<file path="src/rtl/lsu_mem_adapter.sv">
// rtl/lsu_mem_adapter.sv - MEM-stage load/store to req/gnt/rvalid word bus adapter
module lsu_mem_adapter #(
    parameter int TIMEOUT_CYCLES = 255,
    parameter int CNT_W          = 8
) (
    input  logic        clk,
    input  logic        rst,
    input  logic        core_req_valid,
    input  logic        core_we,
    input  logic [31:0] core_addr,
    input  logic [31:0] core_wdata,
    input  logic [2:0]  core_size,
    output logic [31:0] core_rdata,
    output logic        core_done,
    output logic        core_err,
    output logic        core_stall,
    output logic        mem_req,
    output logic [31:0] mem_addr,
    output logic        mem_we,
    output logic [3:0]  mem_be,
    output logic [31:0] mem_wdata,
    input  logic        mem_gnt,
    input  logic        mem_rvalid,
    input  logic [31:0] mem_rdata
);

    typedef enum logic [2:0] {S_IDLE, S_REQ, S_WAIT, S_DONE, S_ERR} state_t;

    state_t            state, state_nx;
    logic [CNT_W-1:0]  cnt;
    logic              lat_we;
    logic [31:0]       lat_addr;
    logic [31:0]       lat_wdata;
    logic [2:0]        lat_size;
    logic [31:0]       rdata_q;

    logic              size_bad;
    logic              misaligned;
    logic              acc_ok;
    logic              timed_out;
    logic [1:0]        off;
    logic [3:0]        be;
    logic [31:0]       wdata_lane;
    logic [31:0]       shifted;
    logic [7:0]        byte_sel;
    logic [15:0]       half_sel;
    logic [31:0]       ext;

    // Classify the incoming core access; only legal, aligned accesses reach memory
    always_comb begin
        size_bad   = (core_size[1:0] == 2'b11) || (core_size == 3'b110) ||
                     (core_we && core_size[2]);
        misaligned = ((core_size[1:0] == 2'b01) && core_addr[0]) ||
                     ((core_size[1:0] == 2'b10) && (core_addr[1:0] != 2'b00));
        acc_ok     = core_req_valid && !size_bad && !misaligned;
        timed_out  = (cnt == CNT_W'(TIMEOUT_CYCLES));
    end

    // Byte-lane steering for stores and sign/zero extension for loads
    always_comb begin
        off      = lat_addr[1:0];
        shifted  = mem_rdata >> {off, 3'b000};
        byte_sel = shifted[7:0];
        half_sel = lat_addr[1] ? mem_rdata[31:16] : mem_rdata[15:0];
        case (lat_size[1:0])
            2'b00:   begin be = 4'b0001 << off; wdata_lane = {4{lat_wdata[7:0]}};  end
            2'b01:   begin be = 4'b0011 << off; wdata_lane = {2{lat_wdata[15:0]}}; end
            default: begin be = 4'b1111;        wdata_lane = lat_wdata;            end
        endcase
        case (lat_size)
            3'b000:  ext = {{24{byte_sel[7]}}, byte_sel};
            3'b100:  ext = {24'h0, byte_sel};
            3'b001:  ext = {{16{half_sel[15]}}, half_sel};
            3'b101:  ext = {16'h0, half_sel};
            default: ext = mem_rdata;
        endcase
    end

    // State register
    always_ff @(posedge clk) begin
        if (rst) state <= S_IDLE;
        else     state <= state_nx;
    end

    // Access latch, timeout counter and load result capture
    always_ff @(posedge clk) begin
        if (rst) begin
            cnt       <= '0;
            lat_we    <= 1'b0;
            lat_addr  <= '0;
            lat_wdata <= '0;
            lat_size  <= '0;
            rdata_q   <= '0;
        end else begin
            if (state == S_IDLE && acc_ok) begin
                cnt       <= '0;
                lat_we    <= core_we;
                lat_addr  <= core_addr;
                lat_wdata <= core_wdata;
                lat_size  <= core_size;
            end else if (state == S_REQ || state == S_WAIT) begin
                cnt <= cnt + 1'b1;
            end
            if (state == S_WAIT && mem_rvalid && !timed_out)
                rdata_q <= lat_we ? 32'h0 : ext;
        end
    end

    // Next-state logic; timeout takes priority over gnt/rvalid in the same cycle
    always_comb begin
        state_nx = state;
        case (state)
            S_IDLE: if (core_req_valid) state_nx = acc_ok ? S_REQ : S_ERR;
            S_REQ:  if (timed_out) state_nx = S_ERR; else if (mem_gnt)    state_nx = S_WAIT;
            S_WAIT: if (timed_out) state_nx = S_ERR; else if (mem_rvalid) state_nx = S_DONE;
            default: state_nx = S_IDLE;
        endcase
    end

    // Output decode; memory fields are driven only while a request is live
    always_comb begin
        mem_req    = 1'b0;
        mem_addr   = '0;
        mem_we     = 1'b0;
        mem_be     = '0;
        mem_wdata  = '0;
        if (state == S_REQ && !timed_out) begin
            mem_req   = 1'b1;
            mem_addr  = {lat_addr[31:2], 2'b00};
            mem_we    = lat_we;
            mem_be    = be;
            mem_wdata = wdata_lane;
        end
        core_done  = (state == S_DONE);
        core_err   = (state == S_ERR);
        core_rdata = (state == S_DONE) ? rdata_q : 32'h0;
        core_stall = (state == S_REQ) || (state == S_WAIT) || (state == S_IDLE && acc_ok);
    end

endmodule

</file>
<file path="config.mk">
export PLATFORM = sky130hd
export DESIGN_NAME = lsu_mem_adapter
export DESIGN_NICKNAME = d
export VERILOG_FILES = /design/src/rtl/lsu_mem_adapter.sv
export SDC_FILE = /design/constraint.sdc
export NUM_CORES = 1
export LEC_CHECK = 0
export ABC_AREA = 1
export CORE_MARGIN = 4
export CORE_UTILIZATION = 49
export DETAILED_ROUTE_END_ITERATION = 7
export HOLD_SLACK_MARGIN = 0.1
export PLACE_DENSITY = 0.93
export SETUP_SLACK_MARGIN = 0.3
export SKIP_CTS_REPAIR_TIMING = 1
export SYNTH_ARGS = -nofsm -noshare
export SYNTH_HDL_FRONTEND = slang
export SYNTH_SLANG_ARGS = --single-unit
</file>
<file path="constraint.sdc">
create_clock -name clk -period 2.7 [get_ports clk]
set_clock_uncertainty 0.1 [all_clocks]
set_input_delay 0.405 -clock clk [delete_from_list [all_inputs] [get_ports clk]]
set_output_delay 0.405 -clock clk [all_outputs]
set_load 0.03 [all_outputs]
</file>
* After elaboration in Yosys (flattened, before gate mapping)
Index checks and enable logic that the tools add are counted.
Word-level totals: register bits after elaboration 111, input port bits 105, output and inout bits 105, logic and storage cells 68
Cells by class: $add $sub $neg 1, equal/unequal tests 16, shift-type cells 3, muxes and demuxes 18, reductions and logical operators 23
Operator list (number):
- $mux W32 | 4
- $pmux W32 S4 | 1
- $pmux W32 S2 | 1
- $shr A32 B5 Y8 | 1
- $mux W3 | 6
- $mux W16 | 1
- $eq A3 B3 Y1 const B | 4
- $logic_and A1 B1 Y1 | 9
- $pmux W3 S3 | 1
- $add A8 B1 Y8 const B | 1
- $eq A8 B8 Y1 const B | 1
- $pmux W4 S2 | 1
- $eq A3 B1 Y1 const B | 2
- $eq A3 B2 Y1 const B | 2
- $logic_not A3 Y1 | 2
- $ne A3 B3 Y1 const B | 2
- $logic_or A1 B1 Y1 | 5
- $eq A2 B1 Y1 const B | 2
- $eq A2 B2 Y1 const B | 2
- $mux W4 | 1
- $shl A1 B2 Y4 const A | 1
- $shl A2 B2 Y4 const A | 1
- $logic_not A1 Y1 | 3
- $reduce_and A3 Y1 | 1
- 5 further kinds | 6

* Logic depth before layout (Yosys ltp)
Gate-level depths: netlist (run 1).
depth in word-level cells 9, gate-level depth with buffers 10

* Least setup slack after synthesis (run 1)
No wires, ideal clock.
path type register -> output, from register cnt[0], to output port mem_be[1], arrival 1745 ps, required time 2195 ps, setup slack 450 ps, cell stages (with the launch flop) 8, cells stage by stage dfxtp_1 -> ha_1 -> inv_1 -> nor2_2 -> nand2_2 -> nand2_1 -> buf_2 -> nor3_1
On the way: word-level cells in the longest chain between the ends 4
Ends and longest elaborated chain:
- start, declared | RTL line 30 | logic [CNT_W-1:0] cnt;
- start signal, assigned | RTL line 102 | cnt <= cnt + 1'b1;
- $eq A8 B8 Y1 | RTL line 56 | timed_out = (cnt == CNT_W'(TIMEOUT_CYCLES));
- $logic_not A1 Y1 | RTL line 127 | if (state == S_REQ && !timed_out) begin
- $logic_and A1 B1 Y1 | RTL line 127
- $mux W4 | RTL line 127
- end, declared | RTL line 20 | output logic [3:0] mem_be,
No other way between the ends.

* Final worst setup path (run 1)
from register cnt[0], to output port mem_be[3]
The elaborated chain is that of the path after synthesis.

==> metrics, run 1 <==
number of endpoints failing setup at the final stage=0; critical path, cell by cell=ha_4 > inv_2 > nor2_4 > nand2_4 > nand2_4 > buf_6 > clkbuf_16 > nor3_1 > buf_4; syn_area_per_cell=between 6 and 7 um^2; overflow left after global routing=0; worst setup path start=cnt[0]; post-synthesis compound-gate area fraction=between 20% and 30%; maximum fanout count along the critical path=7; library cell with the largest summed area after synthesis=dfxtp_1; endpoints failing hold=0; xor and xnor fraction of the mapped netlist area=less than 1%; # fillers=just over 900; number of top-level pins=210; Post-Syn Area=slightly below 0.006 mm^2; antenna diode count=0; Longest Clk Path Bufs=2; Critical R2R Capture=lat_addr[0]; cell type with the highest occurrence count on the critical path=nand2_4; Skew-Pair Late Insertion Delay=about 0.36 ns; Vias/cell=between 5 and 6; Initial Util=around 51%; count of synthesis-stage warnings from yosys=0; gp weighted congestion=roughly 0.89; synthesized instance count=876; total number of nets in the final design=~1200; Final Cycle Share=a little under nine tenths; vias in the first global route=between 5000 and 6000; placeable core area=~0.012 mm^2; launch point of the worst hold path=lat_wdata[26]; fraction of layout instances using a drive strength above 1=approximately a fifth; pin count of the biggest net entering global routing=82; CTS tree=yes; Final Worst Setup Slack=roughly 0.37 ns; class of the tightest hold or removal check=reg -> reg; IR Drop Worst-Case VDD=between 0.4 and 0.5 mV; Power per Cell Area=708 mW/mm^2; multiplexer share of the synthesized area=0%; FF-to-FF setup slack=between 0.8 and 0.9 ns; hold path depth=2; clock slew seen by the registers of the worst setup and hold paths=0.07 ns; number of clock buffers inserted by TritonCTS=9; post-layout instance count excluding filler cells=approximately 1200; vias=~6300; Area Overhead vs Synth=41.7%; DP HPWL=about 13 mm; worst setup path class=reg -> out; Root Buffer=clkbuf_16; number of H-tree levels=3; adder-cell share of the synthesized area=0.212%; CP startpoint kind=flop; # port buffers=a little over 200; sequential fraction of the synthesis area=roughly 38%; Distinct cells, synth=35; Hold Worst Slack=approximately 0.35 ns; max-slew violations=0; worst-margin pin slew=between 0.5 and 0.6 ns; Placement Setup Slack=0.349 ns; total wire length=between 15 and 20 mm; minimum clock period after layout=about 2.3 ns; vertical die dimension=roughly 120 um; dominant combinational cell family by area after synthesis=simple AND/OR/NAND/NOR gates; number of sinks on the clock net=roughly 110; signal arrival time at the worst endpoint=~1.8 ns; nature of the critical path endpoint=output port; Iteration-0 DRC Markers=~560; maximum clock rate=429 MHz; top-area cell type share of the netlist area=between 30 and 40%; number of optimization iterations in the first detailed-route pass=5; Routed WL per cell=15.1 um; post-layout power=between 5 and 6 mW; depth of the worst register-to-register path=5; die boundary width=roughly 120 um; count of antenna-violating nets left after detailed routing=0; RSZ-0062 raised after global routing=true; Slew HR=64.5%; worst-case hold path end point=lat_wdata[26]; initial antenna violation count=0; Maximum Capacitance Violations=0; post-synthesis share of cell area spent on and, or, nand and nor gates=27.1%; dominant delay contributor by cell family on the critical path=buffers and inverters; static power due to leakage=~3.7 nW; area enclosed by the die boundary=0.0139 mm^2; Critical-path top delay cell=dfxtp_2; buffers and inverters on the worst path=4; CP required=around 2.2 ns; instance count after placement with tap cells included=1183; start of the worst register-to-register path=state[2]; number of synthesized register bits=~110; placement row count=39; result of the run=finished clean; wire length of the first global-routing pass=27.6 mm; critical path's largest stage delay=approximately 0.34 ns; cells taking the most area after synthesis=dfxtp_1 (38%), nand2_1 (9.6%), a21oi_1 (9.1%), inv_1 (8.0%), nor2_1 (7.1%); count of unresolved DRC violations after routing=0; total track usage=roughly a quarter
==> metal layers <==
metal	vias up	wire (um)	GRT usage, %
met3	54	1790	6.87
met4	0	633	9.96
met2	297	8440	40.2
met1	2855	7300	29.6
li1	3121	-	-
met5	-	0	0
==> power by group <==
part / internal, mW / switching [mW] / leakage, nW
sequential: 1.89 / 0.154 / 0.904
clock: 0.864 / 0.591 / 0.160
combinational: 0.890 / 1.54 / 2.61
total: 3.64 / 2.28 / 3.68
==> how the worst max path moves through the flow <==
stage	end	slack [ns]	cells past startpoint
after detailed placement	mem_be[0]	0.35	8
after floorplan	mem_be[1]	0.45	7
after global placement	mem_be[0]	0.43	8
after global routing	mem_be[3]	0.25	9
final	mem_be[3]	0.37	9
after CTS	core_rdata[28]	-0.05	5
==> worst reg2reg max path, delay by kind of cell, from the launching register on <==
| family | cells | cell delay, ns |
|---|---|---|
| AND/OR/NAND/NOR | 2 | 0.63 |
| AO/OA/AOI/OAI | 2 | 0.34 |
| flip-flops | 1 | 0.38 |
| buffers and inverters | 1 | 0.28 |
==> cell type report <==
type,instances,area (um^2),area share (%)
multi-input cells,575,2940,35.2
flip-flops and latches,111,2230,26.6
repair buffers,225,2170,26.0
inverters,136,520,6.22
clock buffers,13,260,3.11
well taps,143,179,2.14
clock inverters,3,65.1,0.778
==> cells in the mapped netlist, drive strengths merged <==
cell	number
a21oi	128
buf	37
clkbuf	18
conb	1
dfxtp	111
ha	1
inv	136
nand2	158
nand3	41
nand3b	3
nand4	2
nor2	116
nor3	10
o211ai	5
o21ai	83
o21bai	2
o22ai	9
or2	14
xor2	1
==> stage by stage <==
stage	TNS [ns]	util (%)	area (um^2)
2_1_floorplan	0	-	5910
3_3_place_gp	0	67.4	7820
3_5_place_dp	0	67.4	7820
6_report	0	72.0	8370
4_1_cts	-0.286	70.2	8150
5_1_grt	0	72.0	8370
==> sequential cells by signal, summed over array words and instances, names as in the netlist <==
register / count
lat_addr: 32
lat_wdata: 32
lat_size: 3
cnt: 8
state: 3
lat_we: 1
rdata_q: 32
==> cell families (layout without fill, tap and decap cells) <==
| group | count (synthesis) | after routing |
|---|---|---|
| flip-flops | 111 | 111 |
| AND/OR/NAND/NOR | 344 | 344 |
| XOR/XNOR | 1 | 1 |
| buffers and inverters | 191 | 377 |
| AO/OA/AOI/OAI | 227 | 227 |
| other | 1 | 2 |
| adder cells (fa/ha/maj) | 1 | 1 |
==> placed cells by master (no fill, tap or decap), types with 18 or more instances in the layout <==
cell type        count
nand2_1            149
inv_1              125
nor2_1             109
dfxtp_1            108
a21oi_1            106
clkdlybuf4s50_1    104
buf_4               75
o21ai_0             68
dlymetal6s2s_1      26
a21oi_2             22
nand3_2             22
nand3_1             18
No activity file was read; power rests on OpenSTA's default activity.
==> run 2: changes to the inputs <==
- MAX_ROUTING_LAYER: unset -> met4
- SLEW_MARGIN: unset -> 30
==> metrics, run 2 (synthesis results as in run 1) <==
result of the run=finished clean; Skew-Pair Late Insertion Delay=0.36 ns (about the same); Regs by FF count=lat_addr (32), lat_wdata (32), rdata_q (32); maximum clock rate=430 MHz (+0.26%); RSZ-0062 raised after global routing=true; Final Cycle Share=86.2% (-0.22 points); start of the worst register-to-register path=state[2]; count of antenna-violating nets left after detailed routing=0 (unchanged); Maximum Capacitance Violations=0 (unchanged); FF-to-FF setup slack=0.84 ns (about the same); vertical die dimension=118 um (unchanged); Area Overhead vs Synth=41.8% (about the same); CP required=2.19 ns (about the same); final setup TNS=0 ns (unchanged); number of optimization iterations in the first detailed-route pass=5 (unchanged); count of unresolved DRC violations after routing=0 (unchanged); most frequent cells in the layout=nand2_1 (149), inv_1 (125), nor2_1 (109), dfxtp_1 (108), a21oi_1 (106); vias=6345 (+0.28%); Slew HR=64.5% (about the same); maximum fanout count along the critical path=7 (unchanged); pin count of the biggest net entering global routing=82 (unchanged); IR Drop Worst-Case VDD=0.482 mV (-1.0%); Hold Worst Slack=0.346 ns (+0.000728 ns); class of the tightest hold or removal check=reg -> reg; fraction of layout instances using a drive strength above 1=19.2% (+0.25 points); Iteration-0 DRC Markers=506 (-10%); die boundary width=118 um (unchanged); worst-case hold path end point=lat_wdata[26]; Power per Cell Area=710 mW/mm^2 (+0.18%); max-slew violations=0 (unchanged); area enclosed by the die boundary=0.0139 mm^2 (unchanged); clock slew seen by the registers of the worst setup and hold paths=0.07 ns (about the same); launch point of the worst hold path=lat_wdata[26]; minimum clock period after layout=2.33 ns (-0.00596 ns); number of clock buffers inserted by TritonCTS=9 (unchanged); total track usage=24.9% (+0.64 points); signal arrival time at the worst endpoint=1.82 ns (about the same); worst setup path class=reg -> out; depth of the worst register-to-register path=5 (unchanged); CTS tree=yes; static power due to leakage=3.67 nW (-0.19%); # port buffers=207 (unchanged); CP startpoint kind=flop; Vias/cell=5.25 (+0.12%); placeable core area=0.0116 mm^2 (unchanged); commonest non-fill, non-tap cell in the layout=nand2_1; Longest Clk Path Bufs=2 (unchanged); number of sinks on the clock net=111 (unchanged); hold path depth=2 (unchanged); post-layout power=5.94 mW (+0.27%); gp weighted congestion=0.910 (+1.7%); endpoints failing hold=0 (unchanged); total wire length=18.2 mm (+0.31%); overflow left after global routing=0 (unchanged); Root Buffer=clkbuf_16; initial antenna violation count=0 (unchanged); Routed WL per cell=15.1 um (+0.15%); number of H-tree levels=3 (unchanged); nature of the critical path endpoint=output port; Initial Util=50.9% (unchanged); DP HPWL=12.7 mm (unchanged); number of top-level pins=210 (unchanged); worst-margin pin slew=0.532 ns (-0.0000606 ns); number of endpoints failing setup at the final stage=0 (unchanged); wire length of the first global-routing pass=27.5 mm (-0.40%); placement row count=39 (unchanged); total number of nets in the final design=1166 (+0.17%); vias in the first global route=5643 (+0.27%); antenna diode count=0 (unchanged); Critical R2R Capture=lat_addr[29]
[run 2: changes by cell type in the layout (fill, tap and decap cells not counted), sizes merged]
cell | previous run | this run
buf | 85 | 87
clkbuf | 23 | 24
dlymetal6s2s | 26 | 25
[run 2: worst max-delay path by stage]
stage / start / endpoint / slack, ns / depth (start not counted)
6_report: cnt[0] / mem_be[3] / 0.37 / 9
5_1_grt: cnt[1] / mem_be[3] / 0.25 / 9
4_1_cts: state[1] / core_rdata[28] / -0.05 / 5
3_5_place_dp: cnt[1] / mem_be[0] / 0.35 / 8
3_3_place_gp: cnt[0] / mem_be[0] / 0.43 / 8
2_1_floorplan: cnt[0] / mem_be[1] / 0.45 / 7
[run 2: worst max-delay path: stages, from the launching register on]
cell,delay [ns]
dfxtp_2,0.34
ha_4,0.16
inv_2,0.07
nor2_4,0.05
nand2_4,0.12
nand2_4,0.09
buf_6,0.15
clkbuf_16,0.17
nor3_1,0.14
buf_4,0.19
[run 2: stage by stage]
stage	utilization (%)	worst slack, ns	cells	instance area [um^2]
final	72.1	0.374	1208	8370
after global routing	72.1	0.253	1208	8370
after CTS	70.2	-0.0486	1199	8150
after detailed placement	67.4	0.349	1183	7820
after global placement	67.4	0.431	1183	7820
after floorplan	-	0.450	877	5910
[run 2: layout make-up]
class / count / area (um^2)
fill: 908 / 3240
timing repair buffer: 227 / 2180
tap: 143 / 179
inverter: 136 / 520
multi-input combinational: 575 / 2940
clock inverter: 3 / 65.1
sequential: 111 / 2230
clock buffer: 13 / 260
[run 2: metal layers]
metal | vias up | track usage, % | wire, um
met5 | - | - | 0
met4 | 0 | 9.96 | 538
met3 | 44 | 5.57 | 1580
met2 | 289 | 39.8 | 8580
met1 | 2886 | 30.6 | 7520
li1 | 3126 | - | -
[run 2: power breakdown]
group | switching (mW) | internal, mW
Clock | 0.590 | 0.864
Combinational | 1.54 | 0.900
Sequential | 0.155 | 1.89
Total | 2.29 | 3.65
==> run 3: changes to the inputs <==
- CORE_MARGIN: 4 -> 3
- CORE_UTILIZATION: 49 -> 41
- PLACE_DENSITY: 0.93 -> 0.84
- clock period: 2.7 -> 2.1 ns (I/O delays scaled with it)
==> metrics, run 3 (synthesis results as in run 1) <==
Critical R2R Capture=rdata_q[6]; static power due to leakage=3.80 nW (+3.6%); routed metal-1 wire length=8.47 mm (+13%); placed cell areas=0.00859 mm^2 (+9.8%); minimum clock period after layout=~2.3 ns; fraction of layout instances using a drive strength above 1=36.6% (+17 points); count of unresolved DRC violations after routing=0 (unchanged); hold path depth=2 (unchanged); max-slew violations=0 (unchanged); pin count of the biggest net entering global routing=39 (-52%); signal arrival time at the worst endpoint=1.93 ns (+0.11 ns); worst setup path class=reg -> out; metal2 WL=10.9 mm (+27%); depth of the worst register-to-register path=8 (+3); number of endpoints failing setup at the final stage=60 (+60); IR Drop Worst-Case VDD=0.484 mV (+0.39%); Root Buffer=clkbuf_16; Initial Util=42.2% (-8.6 points); Power per Cell Area=890 mW/mm^2 (+25%); maximum fanout count along the critical path=5 (-2); CP required=1.68 ns (-0.51 ns); antenna diode count=0 (unchanged); core utilization of the finished layout=71.3% (-0.75 points); count of antenna-violating nets left after detailed routing=0 (unchanged); Register Area=0.00224 mm^2 (+0.62%); Skew-Pair Late Insertion Delay=0.35 ns (about the same); most frequent cells in the layout=nand2_1 (146), inv_1 (122), dfxtp_1 (103), clkdlybuf4s50_1 (103), a21oi_1 (93); nature of the critical path endpoint=output port; final setup TNS=-3.21 ns (-3.21 ns); violations in the final reports=setup timing; Vias/cell=5.15 (-1.9%); number of top-level pins=210 (unchanged); final cell area excluding filler cells=0.00998 mm^2 (+19%); number of sinks on the clock net=111 (unchanged); CTS tree=yes; Routed WL per cell=16.6 um (+9.9%); vias in the first global route=5992 (+6.2%); # port buffers=207 (unchanged); vertical die dimension=126 um (+7.0%); Placement Setup Slack=0.0216 ns (-0.328 ns); Final Worst Setup Slack=-0.245 ns (-0.618 ns); top metal layer carrying routed signals=met4; commonest non-fill, non-tap cell in the layout=nand2_1; area occupied by multi-input gates=0.00352 mm^2 (+20%); RSZ-0062 raised after global routing=true; total wire length=21.7 mm (+19%); Maximum Capacitance Violations=0 (unchanged); total track usage=23.9% (-1.0 points); wire length of the first global-routing pass=29.8 mm (+8.5%); instance count after placement with tap cells included=1252 (+5.8%); total number of nets in the final design=1230 (+5.5%); result of the run=finished, violations left; initial antenna violation count=0 (unchanged); start of the worst register-to-register path=lat_size[1]; overflow left after global routing=0 (unchanged); launch point of the worst hold path=lat_wdata[21]; clock slew seen by the registers of the worst setup and hold paths=0.07 ns (about the same); placeable core area=0.0140 mm^2 (+20%); Area Overhead vs Synth=69.0%; FF-to-FF setup slack=0.31 ns (-0.53 ns); gp weighted congestion=0.945 (+3.9%); number of optimization iterations in the first detailed-route pass=5 (unchanged); maximum clock rate=~430 MHz; endpoints failing hold=0 (unchanged); Regs by FF count=lat_addr (32), lat_wdata (32), rdata_q (32); wire length on met3=1.86 mm (+18%); Iteration-0 DRC Markers=468 (-7.5%); placement row count=43 (+10%); die boundary width=126 um (+7.0%); vias=6742 (+6.3%); number of clock buffers inserted by TritonCTS=9 (unchanged); number of H-tree levels=3 (unchanged); worst-case hold path end point=lat_wdata[21]; post-layout instance count excluding filler cells=1309 (+8.4%); Longest Clk Path Bufs=2 (unchanged); DP HPWL=14.2 mm (+12%); class of the tightest hold or removal check=reg -> reg; CP startpoint kind=flop; # fillers=1062 (+17%); Final Cycle Share=112%; area enclosed by the die boundary=0.0159 mm^2 (+14%)
## run 3: through the flow
stage	hold WS (ns)	total power [mW]
after detailed placement	0.335	5.99
after CTS	0.346	7.76
after global placement	0.334	5.94
after global routing	0.372	9.31
final	0.349	8.88
after floorplan	0.324	4.83
## run 3: area by class of cell
type,instances,share of cell area [%]
clock buffer,12,2.47
sequential,111,22.4
inverter,136,5.24
timing repair buffer,290,31.7
multi-input combinational,576,35.3
tap,180,2.26
clock inverter,4,0.527
## run 3: worst max-delay path by stage
stage / startpoint / endpoint / slack (ns)
after floorplan: cnt[0] / mem_wdata[11] / 0.20
after global placement: state[0] / core_rdata[11] / 0.07
after detailed placement: state[0] / core_rdata[11] / 0.02
after CTS: state[0] / core_rdata[11] / -0.37
after global routing: state[0] / mem_be[3] / -0.26
final: cnt[1] / mem_be[3] / -0.24
## run 3: power breakdown
part	internal (mW)	leakage (nW)	switching [mW]
logic	1.91	2.75	2.57
clock network	0.968	0.148	0.803
registers	2.44	0.907	0.194
total	5.32	3.80	3.57
## run 3: per-layer routing
| layer | track usage, % | vias up |
|---|---|---|
| li1 | - | 3279 |
| met1 | 29.7 | 3138 |
| met5 | - | - |
| met2 | 37.5 | 292 |
| met4 | 9.34 | 0 |
| met3 | 5.73 | 33 |
## run 3: worst max-delay path: stages, from the launching register on
cell and delay [ns]:
dfxtp_4 0.36, ha_4 0.17, inv_4 0.06, nor2_4 0.04, nand2_4 0.09, nand2_8 0.08, buf_12 0.15, clkbuf_16 0.16
nor3_4 0.29, buf_12 0.16
